`src/rtl/digit_pkg.sv`:
```
// Shared widths, payload types and blink FSM states for the multi-digit counter mux.
package digit_pkg;

   localparam int unsigned OFFSET_W = 11;
   localparam int unsigned DIGIT_W  = 4;

   typedef logic [OFFSET_W-1:0] offset_t;
   typedef logic [DIGIT_W-1:0]  digit_t;

   typedef enum logic [1:0] {
      IDLE = 2'd0,
      SHOW = 2'd1,
      HIDE = 2'd2
   } blink_state_t;

   // One selected drawing request as handed to the digit bitmap stage
   typedef struct packed {
      offset_t x_offset;
      offset_t y_offset;
      logic    dr;
      digit_t  digit;
   } digit_sel_t;

   // Counter width able to hold 0..n-1, never narrower than one bit
   function automatic int unsigned cnt_w(input int unsigned n);
      return (n > 1) ? $clog2(n) : 1;
   endfunction

endpackage

```
`src/rtl/digit_blink_ctrl.sv`:
```
// Frame-synchronous blink burst controller: alternates HIDE/SHOW phases for a fixed
// number of frames after each blink_start pulse.
module digit_blink_ctrl
   import digit_pkg::*;
#(
   parameter int unsigned BLINK_PERIOD = 8,
   parameter int unsigned BLINK_FRAMES = 64
) (
   input  logic clk,
   input  logic resetN,
   input  logic startOfFrame,
   input  logic blink_start,
   output logic hide,
   output logic blinking
);

   localparam int unsigned PHASE_W = cnt_w(BLINK_PERIOD);
   localparam int unsigned FRAME_W = cnt_w(BLINK_FRAMES);
   localparam logic [PHASE_W-1:0] PHASE_LOAD = PHASE_W'(BLINK_PERIOD - 1);
   localparam logic [FRAME_W-1:0] FRAME_LOAD = FRAME_W'(BLINK_FRAMES - 1);

   blink_state_t         state, state_nx;
   logic [PHASE_W-1:0]   phase_cnt, phase_nx;
   logic [FRAME_W-1:0]   frame_cnt, frame_nx;

   // State, counters and decoded flags; flags track the state being entered
   always_ff @(posedge clk or negedge resetN) begin
      if (!resetN) begin
         state     <= IDLE;
         phase_cnt <= '0;
         frame_cnt <= '0;
         hide      <= 1'b0;
         blinking  <= 1'b0;
      end else begin
         state     <= state_nx;
         phase_cnt <= phase_nx;
         frame_cnt <= frame_nx;
         hide      <= (state_nx == HIDE);
         blinking  <= (state_nx != IDLE);
      end
   end

   // blink_start has priority over a coincident startOfFrame
   always_comb begin
      state_nx = state;
      phase_nx = phase_cnt;
      frame_nx = frame_cnt;
      if (blink_start) begin
         state_nx = HIDE;
         phase_nx = PHASE_LOAD;
         frame_nx = FRAME_LOAD;
      end else if (startOfFrame && (state != IDLE)) begin
         if (frame_cnt == '0) begin
            state_nx = IDLE;
         end else begin
            frame_nx = frame_cnt - FRAME_W'(1);
            if (phase_cnt == '0) begin
               state_nx = (state == SHOW) ? HIDE : SHOW;
               phase_nx = PHASE_LOAD;
            end else begin
               phase_nx = phase_cnt - PHASE_W'(1);
            end
         end
      end
   end

endmodule

```
`src/rtl/digit_multi_mux.sv`:
```
// N-channel digit drawing-request mux with registered output and blink masking.
// Optional leading-zero blanking is enabled by defining DIGIT_LZ_BLANK_EN.
module digit_multi_mux
   import digit_pkg::*;
#(
   parameter int unsigned N_DIGITS     = 4,
   parameter int unsigned BLINK_PERIOD = 8,
   parameter int unsigned BLINK_FRAMES = 64
) (
   input  logic                     clk,
   input  logic                     resetN,
   input  logic                     startOfFrame,
   input  logic                     blink_start,
   input  offset_t [N_DIGITS-1:0]   x_offsets,
   input  offset_t [N_DIGITS-1:0]   y_offsets,
   input  logic    [N_DIGITS-1:0]   drs,
   input  digit_t  [N_DIGITS-1:0]   digits,
   output offset_t                  x_offset,
   output offset_t                  y_offset,
   output logic                     dr,
   output digit_t                   digit,
   output logic                     blinking
);

   logic [N_DIGITS-1:0] req_c;
   digit_sel_t          sel_c;
   logic                hide;

   digit_blink_ctrl #(
      .BLINK_PERIOD (BLINK_PERIOD),
      .BLINK_FRAMES (BLINK_FRAMES)
   ) u_blink (
      .clk          (clk),
      .resetN       (resetN),
      .startOfFrame (startOfFrame),
      .blink_start  (blink_start),
      .hide         (hide),
      .blinking     (blinking)
   );

`ifdef DIGIT_LZ_BLANK_EN
   logic lead_zero_c;

   // Drop requests of zero digits that have only zeros above them; ch0 always draws
   always_comb begin
      req_c       = drs;
      lead_zero_c = 1'b1;
      for (int i = int'(N_DIGITS) - 1; i > 0; i--) begin
         lead_zero_c = lead_zero_c & (digits[i] == '0);
         if (lead_zero_c) begin
            req_c[i] = 1'b0;
         end
      end
   end
`else
   assign req_c = drs;
`endif

   // Ascending scan so the highest requesting channel is the last one to win
   always_comb begin
      sel_c = '{x_offset: x_offsets[0], y_offset: y_offsets[0], dr: 1'b0, digit: digits[0]};
      for (int i = 0; i < int'(N_DIGITS); i++) begin
         if (req_c[i]) begin
            sel_c = '{x_offset: x_offsets[i], y_offset: y_offsets[i], dr: 1'b1, digit: digits[i]};
         end
      end
   end

   always_ff @(posedge clk or negedge resetN) begin
      if (!resetN) begin
         x_offset <= '0;
         y_offset <= '0;
         dr       <= 1'b0;
         digit    <= '0;
      end else begin
         x_offset <= sel_c.x_offset;
         y_offset <= sel_c.y_offset;
         dr       <= sel_c.dr & ~hide;
         digit    <= sel_c.digit;
      end
   end

endmodule

```
`config.mk`:
```
export PLATFORM = sky130hd
export DESIGN_NAME = digit_multi_mux
export DESIGN_NICKNAME = d
export VERILOG_FILES = /design/src/rtl/digit_pkg.sv /design/src/rtl/digit_blink_ctrl.sv /design/src/rtl/digit_multi_mux.sv
export SDC_FILE = /design/constraint.sdc
export NUM_CORES = 1
export LEC_CHECK = 0
export CORE_MARGIN = 2
export CORE_UTILIZATION = 40
export CTS_BUF_LIST = sky130_fd_sc_hd__clkbuf_2 sky130_fd_sc_hd__clkbuf_4 sky130_fd_sc_hd__clkbuf_8
export CTS_CLUSTER_SIZE = 16
export DETAILED_ROUTE_END_ITERATION = 8
export PLACE_DENSITY = 0.85
export SYNTH_ARGS = -nofsm -noshare
export SYNTH_HDL_FRONTEND = slang
export SYNTH_SLANG_ARGS = --single-unit
```
`constraint.sdc`:
```
create_clock -name clk -period 4.2 [get_ports clk]
set_input_delay 0.42 -clock clk [delete_from_list [all_inputs] [get_ports clk]]
set_output_delay 0.42 -clock clk [all_outputs]
set_load 0.005 [all_outputs]
```
Word level (Yosys, flattened, before mapping):

Cells that the tools add are included.

* $add $sub $neg: 2
* multiply operators: 0
* divide/modulo/power cells: 0
* magnitude comparators: 0
* eq/ne operators: 3
* shifts and indexed selects: 0
* mux-type cells: 16
* bitwise operators: 2
* reduce and logical (&&, ||, !) cells: 7

Operators with widths (count)
* $mux W27: 3
* $mux W6: 3
* $mux W3: 4
* $mux W2: 5
* $logic_not A6 Y1: 1
* $reduce_bool A2 Y1: 3
* $sub A6 B1 Y6 const B: 1
* $mux W5: 1
* $logic_not A3 Y1: 1
* $sub A3 B1 Y3 const B: 1
* $eq A2 B1 Y1 const B: 1
* $eq A2 B2 Y1 const B: 1
* $ne A2 B2 Y1 const B: 1
* $reduce_and A2 Y1: 1
* $and A1 B1 Y1: 1
* $logic_and A1 B1 Y1: 1
* $not A1 Y1: 1

* register bits: 40
* latch bits: 0
* bits in writable memories: 0
* memory bits (read-only): 0
* bits of input ports: 112
* output and inout port bits: 28
* logic and storage cells: 39
* memories: 0

Logic depth before layout (Yosys ltp):

* word-level depth: 7
* gate-level depth with buffers: 6
* gate-level depth less buffers: 5

Hierarchy:

Synthesis repeated with hierarchy kept, for this count alone.

* cells, all modules: 224
* area total of the unflattened synthesis: 2418.6 µm²

By module, submodules not included
* digit_multi_mux: times used 1, cells each 148, area an instance 1675.4 µm², sequential area each 675.6 µm²
* digit_blink_ctrl: times used 1, cells each 76, area an instance 743.2 µm², sequential area each 325.3 µm²

Worst setup path before layout:

No wires, ideal clock.

* path kind: register -> register
* from: register u_blink.frame_cnt[0]
* to: register u_blink.frame_cnt[0]
* library setup time: 79 ps
* arrival: 1566 ps
* data required time: 4121 ps
* setup slack: 2554 ps
* stages on the path, launching flop included: 7
* path buffers: 1
* period minus slack after synthesis: 1646 ps
* path through: dfrtp_1 -> inv_1 -> ha_1 -> or4b_1 -> buf_2 -> o21bai_4 -> mux2i_1

* cells in the longest elaborated chain, start to end: 4
* elaborated cells on any way between the ends: 7
* those cells by class: add/sub (1); eq/ne (1); mux (3); reduce/logical (2)

Ends and longest elaborated chain
* start: declaration: line digit_blink_ctrl.sv:24 `logic [FRAME_W-1:0] frame_cnt, frame_nx;`
* start signal: assignment: line digit_blink_ctrl.sv:37 `frame_cnt <= frame_nx;`
* $sub A6 B1 Y6: line digit_blink_ctrl.sv:56 `frame_nx = frame_cnt - FRAME_W'(1);`
* $mux W6: line digit_blink_ctrl.sv:53 `if (frame_cnt == '0) begin`
* $mux W6: line digit_blink_ctrl.sv:52 `end else if (startOfFrame && (state != IDLE)) begin`
* $mux W6: line digit_blink_ctrl.sv:48 `if (blink_start) begin`

Several ways; a longest one is shown, not always the timed one. The select of a mux whose other input is x is not followed.
A chain may end at the register's enable or synchronous reset.

Final worst setup path:

* from: register u_blink.frame_cnt[0]
* to: register u_blink.frame_cnt[1]

Same word-level chain as after synthesis.

==> results.toml <==
[outcome]
outcome = "finished clean"

[place]
place_ws_ps = 2260
dp.cells = 419
hpwl_um = 5140
routabilityCongestion = 0.765
io_buffers = 139

[cells_and_area]
layout_common_cells = "clkdlybuf4s50_1 (137), dfrtp_1 (40), mux2i_1 (31)"
final_nets = 469
final_cells = 427
drive_gt1_share_pct = 12.1
area_delta_synth_final_pct = 67.6
mostFrequentLayoutCell = "clkdlybuf4s50_1"
antenna_cells = 0
finish.utilization_pct = 69.1

[timing]
worst_slew_pin_slew_ps = 890
finalSetupTns_ps = 0
fin_ws_ps = 2360
rsz0062_at_grt = "false"
max_clock_freq_mhz = 544
drv_slew = 0
period_needed_ps = 1840
hold_viol_final = 0
slew_headroom_pct = 40.7
fin_worst_skew_ps = 11.4
period_share_pct = 43.8
setup_viol = 0

[floorplanning]
die_w_um = 79.3
core_area_um2 = 5510
std_cell_rows = 27
ios = 140
initial_utilization_pct = 41.2
die_y_um = 79.3
dieArea_um2 = 6300

[clock_network]
clk_latency_ps = 290
numCtsBuffers = 5
cts_hold_buffers = 0
cts_num_sinks = 40
cts_tree = "done"
clockBufferDepth = 2
cts.repair.resized = 0
cts-root-buf = "clkbuf_8"
htreeDepth = 2
postCtsSetupBuffers = 0
clk_pin_slew_ps = 90

[routing]
ant_nets = 0
dr.pass1.iters = 4
drc = 0
totalWireLength_um = 6730
via_per_inst = 5.02
drt_iter0_markers = 131
post_drt_wl_per_cell_um = 15.7
num_vias = 2145

[hold_path]
min_path_type = "input port to asynchronous set/reset pin"

[yosys]
yosysWarnings = 0
ys_types = 33
synth_cells = 221
synth.avg_cell_area_um2 = 10.3
synthArstFlopShare_pct = 100
ys_seq_area_share_pct = 44.1
synth_area_um2 = 2270
ys.flop_type = "dfrtp_1"
ys_ff_latch = 40
syn_nets = 336
synth-edff-count = 0

[setup_path]
critPathMaxFanout = 5
path_delay_family = "simple AND/OR/NAND/NOR gates"
start_kind = "flop"
critPathBufInv = 1
r2r_cells = 5
r2r_setup_slack_ps = 2360
cpPeakStageDelay_ps = 580
r2r_end = "u_blink.frame_cnt[1]"
cp_num_cells = 5
critical_path_class = "flop to flop"
crit_required_ps = 4410
crit_path_start = "u_blink.frame_cnt[0]"
endpoint_kind = "flop"
cp_slowest_cell = "or4b_1"
crit_arrival_ps = 2050
cp-endpoint = "u_blink.frame_cnt[1]"
path_cells = "inv_1 -> ha_1 -> or4b_1 -> o21bai_4 -> mux2i_1"
timing.rr.start = "u_blink.frame_cnt[0]"

[run]
maxCapViolations = 0

[pwr]
power.leakage_uw = 0.00157
ir_drop_v = 0.000149
cellPowerDensity_nw_per_um2 = 262
finalPower_uw = 997

[global_routing]
grt_pass1_wl_um = 10600
antenna_found_initial = 0
grt_max_degree = 54
gr-total-overflow = 0
grt_pass1_vias = 2225
grt_use_total_pct = 21.7
[flip-flops by register name, summed over array words and instances, names as in the netlist]
name	cells
x_offset	11
y_offset	11
u_blink.frame_cnt	6
digit	4
u_blink.phase_cnt	3
u_blink.state	2
dr	1
u_blink.blinking	1
u_blink.hide	1
[stage by stage]
step / cell area (um2) / hold slack (ps)
2_1_floorplan: 2270 / 124
3_3_place_gp: 3690 / 383
3_5_place_dp: 3690 / 384
4_1_cts: 3810 / 281
5_1_grt: 3810 / 315
6_report: 3810 / 242
[cell usage after synthesis (2+ instances only)]
cell	instances	area [um2]
dfrtp_1	40	1000
mux2i_1	31	310
o21ai_0	30	150
mux2_2	26	293
nand2_1	26	97.6
nor2_1	11	41.3
clkbuf_1	10	37.5
inv_1	6	22.5
buf_2	5	25.0
o211ai_1	4	30.0
a21oi_1	3	15.0
ha_1	3	37.5
nand2b_1	2	12.5
nand3_1	2	10.0
nor2b_1	2	12.5
nor3_1	2	10.0
o31ai_1	2	15.0
[worst min-delay path by stage]
| stage | to | slack [ps] | start | cells after the start |
|---|---|---|---|---|
| global route | y_offset[3] | 310 | resetN | 1 |
| CTS | x_offset[0] | 280 | resetN | 1 |
| floorplan | digit[0] | 120 | resetN | 0 |
| finish | y_offset[3] | 240 | resetN | 1 |
| detailed placement | dr | 380 | u_blink.hide | 1 |
| global placement | dr | 380 | u_blink.hide | 1 |
[final cells by class]
cell class                 instances  area, um2
clock buffer                       5       68.8
clock inverter                     3       42.5
timing repair buffer             141       1400
sequential                        40       1000
fill                             427       1700
inverter                           6       22.5
multi-input combinational        160       1180
tap                               72       90.1
[cells by family (layout without fill, tap and decap cells)]
kind of cell,count (synthesis),in the layout,synth area share (%)
mux,57,57,26.6
compound gates,46,46,12.7
fa+ha+maj,3,3,1.65
buf+inv,21,155,3.75
flops,40,40,44.1
simple gates,54,54,11.2
[layer usage]
layer	share of wire, %	vias to the layer above	global-route usage [%]
met4	2.4	0	7.41
met5	0	-	0
met3	6.9	14	6.14
met1	38	999	23.3
li1	-	1050	-
met2	53	82	40.6
[worst reg2reg max path, stage by stage, from the launching register on]
cell and delay, ps:
dfrtp_1 390, inv_1 80, ha_1 220, or4b_1 580, o21bai_4 280, mux2i_1 220
[report_power, final]
| part | internal (uW) | switching (uW) |
|---|---|---|
| Combinational | 176 | 83.4 |
| Clock | 176 | 141 |
| Sequential | 412 | 8.72 |
| Total | 764 | 233 |
(Power assumes the default switching activity.)
